==> config.mk <==
export PLATFORM = sky130hd
export DESIGN_NAME = vend_ctrl
export DESIGN_NICKNAME = d
export VERILOG_FILES = /design/src/rtl/vend_pkg.sv /design/src/rtl/vend_ctrl_price_compare.sv /design/src/rtl/vend_ctrl.sv
export SDC_FILE = /design/constraint.sdc
export NUM_CORES = 1
export LEC_CHECK = 0
export ABC_AREA = 1
export ABC_CLOCK_PERIOD_IN_PS = 3100
export CORE_UTILIZATION = 55
export DETAILED_ROUTE_END_ITERATION = 8
export PLACE_DENSITY_LB_ADDON = 0.25
export SYNTH_ARGS = -nofsm -noshare
export SYNTH_HDL_FRONTEND = slang
export SYNTH_SLANG_ARGS = --single-unit
==> constraint.sdc <==
create_clock -name clk_i -period 3.1 [get_ports clk_i]
set_input_delay 0.62 -clock clk_i [delete_from_list [all_inputs] [get_ports clk_i]]
set_output_delay 0.62 -clock clk_i [all_outputs]
set_load 0.02 [all_outputs]
==> src/rtl/vend_pkg.sv <==
// Shared types and constants for the vending-machine transaction controller.
// Coin values, change codes and the cents-to-code mapping live here.
package vend_pkg;

    typedef enum logic [2:0] {
        ST_IDLE,
        ST_COLLECT,
        ST_VEND,
        ST_CHANGE,
        ST_REFUND
    } state_e;

    localparam logic [5:0] NICKEL_CENTS  = 6'd5;
    localparam logic [5:0] DIME_CENTS    = 6'd10;
    localparam logic [5:0] QUARTER_CENTS = 6'd25;

    localparam logic [2:0] CODE_0  = 3'b000;
    localparam logic [2:0] CODE_5  = 3'b001;
    localparam logic [2:0] CODE_10 = 3'b010;
    localparam logic [2:0] CODE_15 = 3'b011;
    localparam logic [2:0] CODE_20 = 3'b100;

    // Values outside the 0..20 nickel grid collapse to "no change".
    function automatic logic [2:0] cents_to_code(input logic [5:0] cents);
        logic [2:0] code;
        case (cents)
            6'd5:    code = CODE_5;
            6'd10:   code = CODE_10;
            6'd15:   code = CODE_15;
            6'd20:   code = CODE_20;
            default: code = CODE_0;
        endcase
        return code;
    endfunction

endpackage

==> src/rtl/vend_ctrl_price_compare.sv <==
// Combinational price check on a candidate credit value.
// Flags when the price is reached and encodes the surplus as a change code.
module price_compare
    import vend_pkg::*;
#(
    parameter int PRICE = 20
) (
    input  logic [5:0] credit_i,
    output logic       reached_o,
    output logic [2:0] code_o
);

    localparam logic [5:0] PRICE_C = 6'(PRICE);

    logic [5:0] surplus;

    assign reached_o = (credit_i >= PRICE_C);
    assign surplus   = credit_i - PRICE_C;
    assign code_o    = reached_o ? cents_to_code(surplus) : CODE_0;

endmodule

==> src/rtl/vend_ctrl.sv <==
// Vending transaction controller: coin accumulation, vend and change handshakes,
// cancel/timeout refund. All outputs come straight from registers.
//
// state      | meaning
// IDLE       | no credit held, waiting for a first coin
// COLLECT    | partial credit held, timeout counter running
// VEND       | price reached, item request outstanding
// CHANGE     | item taken, surplus change request outstanding
// REFUND     | cancel/timeout, returning the held credit
module vend_ctrl
    import vend_pkg::*;
#(
    parameter int PRICE   = 20,
    parameter int TIMEOUT = 255
) (
    input  logic       clk_i,
    input  logic       rst_ni,
    input  logic       nickel_i,
    input  logic       dime_i,
    input  logic       quarter_i,
    input  logic       cancel_i,
    input  logic       item_ready_i,
    input  logic       change_ready_i,
    output logic       item_valid_o,
    output logic       change_valid_o,
    output logic [2:0] change_o,
    output logic [5:0] credit_o,
    output logic       coin_reject_o,
    output logic       busy_o
);

    localparam int CW = $clog2(TIMEOUT + 1);
    localparam logic [CW-1:0] CNT_LAST = CW'(TIMEOUT - 1);

    state_e        state_q, state_d;
    logic [5:0]    credit_q, credit_d;
    logic [CW-1:0] cnt_q, cnt_d;
    logic [2:0]    code_q, code_d;
    logic          item_valid_q, item_valid_d;
    logic          change_valid_q, change_valid_d;
    logic [2:0]    change_q, change_d;
    logic          reject_q, reject_d;
    logic          busy_q, busy_d;

    logic [1:0] n_coins;
    logic       any_coin;
    logic       accepting;
    logic       coin_ok;
    logic [5:0] coin_val;
    logic [5:0] next_credit;
    logic       reached;
    logic [2:0] next_code;

    assign n_coins   = {1'b0, nickel_i} + {1'b0, dime_i} + {1'b0, quarter_i};
    assign any_coin  = nickel_i | dime_i | quarter_i;
    assign accepting = (state_q == ST_IDLE) || (state_q == ST_COLLECT);
    assign coin_ok   = (n_coins == 2'd1) && accepting && !cancel_i;

    always_comb begin
        coin_val = 6'd0;
        if (nickel_i)       coin_val = NICKEL_CENTS;
        else if (dime_i)    coin_val = DIME_CENTS;
        else if (quarter_i) coin_val = QUARTER_CENTS;
    end

    assign next_credit = credit_q + coin_val;

    price_compare #(.PRICE(PRICE)) u_price_compare (
        .credit_i  (next_credit),
        .reached_o (reached),
        .code_o    (next_code)
    );

    always_comb begin
        state_d  = state_q;
        credit_d = credit_q;
        cnt_d    = cnt_q;
        code_d   = code_q;
        case (state_q)
            ST_IDLE: begin
                // A cancel with nothing held is simply ignored.
                if (coin_ok) begin
                    credit_d = next_credit;
                    cnt_d    = '0;
                    if (reached) begin
                        state_d = ST_VEND;
                        code_d  = next_code;
                    end else begin
                        state_d = ST_COLLECT;
                    end
                end
            end
            ST_COLLECT: begin
                if (cancel_i) begin
                    state_d = ST_REFUND;
                end else if (coin_ok) begin
                    credit_d = next_credit;
                    cnt_d    = '0;
                    if (reached) begin
                        state_d = ST_VEND;
                        code_d  = next_code;
                    end
                end else if (cnt_q == CNT_LAST) begin
                    state_d = ST_REFUND;
                end else begin
                    cnt_d = cnt_q + 1'b1;
                end
            end
            ST_VEND: begin
                if (item_valid_q && item_ready_i) begin
                    if (code_q != CODE_0) begin
                        state_d = ST_CHANGE;
                    end else begin
                        state_d  = ST_IDLE;
                        credit_d = 6'd0;
                    end
                end
            end
            ST_CHANGE, ST_REFUND: begin
                if (change_valid_q && change_ready_i) begin
                    state_d  = ST_IDLE;
                    credit_d = 6'd0;
                end
            end
            default: begin
                state_d  = ST_IDLE;
                credit_d = 6'd0;
            end
        endcase
    end

    // Outputs are registered images of the next state so they line up with it.
    always_comb begin
        item_valid_d   = (state_d == ST_VEND);
        change_valid_d = (state_d == ST_CHANGE) || (state_d == ST_REFUND);
        change_d       = CODE_0;
        if (state_d == ST_CHANGE)      change_d = code_d;
        else if (state_d == ST_REFUND) change_d = cents_to_code(credit_d);
        busy_d   = item_valid_d | change_valid_d;
        reject_d = any_coin && !coin_ok;
    end

    always_ff @(posedge clk_i) begin
        if (!rst_ni) begin
            state_q        <= ST_IDLE;
            credit_q       <= 6'd0;
            cnt_q          <= '0;
            code_q         <= CODE_0;
            item_valid_q   <= 1'b0;
            change_valid_q <= 1'b0;
            change_q       <= CODE_0;
            reject_q       <= 1'b0;
            busy_q         <= 1'b0;
        end else begin
            state_q        <= state_d;
            credit_q       <= credit_d;
            cnt_q          <= cnt_d;
            code_q         <= code_d;
            item_valid_q   <= item_valid_d;
            change_valid_q <= change_valid_d;
            change_q       <= change_d;
            reject_q       <= reject_d;
            busy_q         <= busy_d;
        end
    end

    assign item_valid_o   = item_valid_q;
    assign change_valid_o = change_valid_q;
    assign change_o       = change_q;
    assign credit_o       = credit_q;
    assign coin_reject_o  = reject_q;
    assign busy_o         = busy_q;

endmodule

==> flow_summary.yaml <==
detailed_routing:
  wirelength_um: 3690
  num_vias: 1731
  drtIter0Drc: 56
  viasPerCell: 5.12
  postRouteAntennaNets: 0
  drt-pass1-iter-count: 4
  wl_per_cell_um: 10.9
  drc_errors: 0
synthesis:
  synthArstFlopShare_pct: 0
  synth_top_area_cell: "dfxtp_1"
  yosys_register_bits: 27
  synth_top_area_share_pct: 30.6
  avgSynthCellArea_sq_um: 6.66
  syn_inst: 265
  yosysWarningCount: 0
  yosys.cell_count.top_type: "nand2_1"
  ys_types: 29
  syn_area_sq_um: 1770
  synth_top_flop_cell: "dfxtp_1"
  syn-num-nets: 282
  synth_edf_count: 0
  synth.top_cells.by_count: "nand2_1, inv_1, nor2_1"
  ys_seq_area_share_pct: 30.6
  synthTopCellsByArea: "dfxtp_1, nand2_1, nand3_1"
worst_setup_path:
  critical_path_buf_inv_count: 3
  cpLargestDelayFamily: "simple AND/OR/NAND/NOR gates"
  cp_data_arrival_time_ps: 3060
  startpoint_type: "input pin"
  cp_common_cell: "nand2_1"
  critPathMaxFanout: 6
  crit_type: "input pin to flop"
  worstPathRequired_ps: 3330
  worst_path_largest_cell_delay_ps: 450
  crit_chain: "clkdlybuf4s50_1 > inv_1 > o21ai_0 > ha_1 > inv_1 > fa_1 > nand3b_1 > nand2_1 > nand2_1 > nand2_1 > nand2_1 > nand2_2 > nand2_2 > o21ai_0 > nand2_1 > nand3_1 > nand2_1"
  cpMaxStageDelayCell: "clkdlybuf4s50_1"
  cp-end-kind: "flop"
sta:
  relSlewSlack_pct: 70.6
  finalCriticalPeriod_ps: 2840
  final_max_slew_viol_count: 0
  max_clock_freq_mhz: 353
  hold_ws_ps: 457
  finalSetupViolCount: 0
  grt_setup_unrepaired: "false"
  clock_skew_ps: 6.99
  finalHoldViolCount: 0
  worst-slew-pin-transition_ps: 441
  fin_crit_sh_pct: 91.5
clock_tree:
  cts_buffers: 3
  cts-root-buf: "clkbuf_4"
  postCtsResizedCells: 0
  postCtsSetupBuffers: 0
  clk_path_buf_depth: 2
  htreeDepth: 1
  clkLatencyLatePin_ps: 320
  ctsHoldBuffers: 0
  cts_tree: "done"
  cts.sinks: 27
  path_clk_slew_ps: 140
floorplan:
  pin_count: 21
  die-width_um: 58.7
  dieArea_sq_um: 3440
  core_area_sq_um: 3050
  die_h_um: 58.7
  std_cell_rows: 20
  initial_core_util_pct: 57.8
pwr:
  p_seq_share_pct: 51.4
  p_sw_w: 0.000236
  vdd_drop_max_v: 0.000253
  p_comb_share_pct: 27.9
  powerDensity_nw_per_um2: 347
  p_int_w: 0.000488
  swShare_pct: 32.6
  totalPowerFinal_w: 0.000724
  power_frac_clock_pct: 20.7
  leakagePower_nw: 1.01
layout:
  final_cells: 338
  area_delta_synth_final_pct: 18.1
  antenna_cells: 0
  fin_area_sq_um: 2080
  layout.nets: 312
  drive_gt1_share_pct: 10.2
  final_util_pct: 68.3
outcome:
  status: "complete, no violations"
global_routing:
  first_global_vias: 1486
  grt_pass1_wl_um: 6350
  grt_usage_pct: 23.9
  antenna_found_initial: 0
  grt_overflow: 0
  grt_max_degree: 15
place:
  place_area_sq_um: 2060
  dp_hpwl_um: 3010
  dp.cells: 334
  gp_congestion: 0.904
  io_buffer_count: 20
job:
  cap_violations: 0
min_path:
  hold_path.class: "flop to flop"
## registers in the layout, summed over array words and instances (netlist names), 3 cells and up
register	cells
code_q	3
state_q	3
cnt_q	8
credit_o	6
change_o	3
## stage by stage
stage / setup slack [ps] / TNS [ps]
final: 264 / 0
after global routing: 33.0 / 0
after CTS: 297 / 0
after detailed placement: -59.1 / -74.4
after global placement: 47.9 / 0
after floorplan: 553 / 0
## power by group through the flow
stage / Sequential (W) / Combinational (W) / Clock, W
floorplan: 0.000386 / 0.000131 / 0
detailed placement: 0.000379 / 0.000200 / 0
finish: 0.000372 / 0.000202 / 0.000150
global route: 0.000374 / 0.000227 / 0.000166
CTS: 0.000372 / 0.000202 / 0.000154
global placement: 0.000379 / 0.000198 / 0
## cell families after synthesis
logic type,share of synthesized area (%)
fa+ha+maj,7.23
simple gates,41.7
buf+inv,8.93
compound gates,9.50
flops,30.6
xor+xnor,1.98
## metal layers
metal  up-vias  wire, um  GRT usage, %
li1        918         -             -
met1       785      1830          32.9
met2        26      1730          40.1
met3         2       117          2.64
met4         0        19          6.46
met5         -         0             0
## placed cells by master (no fill, tap or decap), types with 6 or more instances in the layout
| master | count |
|---|---|
| buf_4 | 7 |
| nand4_1 | 7 |
| o21ai_0 | 10 |
| clkdlybuf4s50_1 | 20 |
| dfxtp_1 | 27 |
| nand2_2 | 6 |
| nor2_1 | 29 |
| ha_1 | 7 |
| inv_1 | 33 |
| nor3_1 | 6 |
| nand3_1 | 26 |
| a21oi_1 | 15 |
| nand2_1 | 68 |
## path summary, 6_finish.rpt
kind	start	to	slack, ps	depth (start not counted)
hold / removal	cnt_q[4]	cnt_q[4]	460	2
hold reg to reg	cnt_q[4]	cnt_q[4]	460	2
setup reg to reg	credit_o[0]	change_o[0]	830	14
setup / recovery	quarter_i	change_o[0]	260	17
## worst reg2reg max path, cell delays in order (launching register included)
cell and delay (ps):
dfxtp_1 430, ha_1 190, inv_1 50, fa_1 380, nand3b_1 210, nand2_1 110
nand2_1 50, nand2_1 70, nand2_1 70, nand2_2 90, nand2_2 100, o21ai_0 240
nand2_1 80, nand3_1 70, nand2_1 60
## area by class of cell
cell class,instances,area (sq um)
clock buffer,4,26.3
fill,289,968
inverter,36,143
multi-input combinational,200,1070
sequential,27,541
tap,44,55.1
timing repair buffer,27,253
Power figures use the tool's default switching activity.
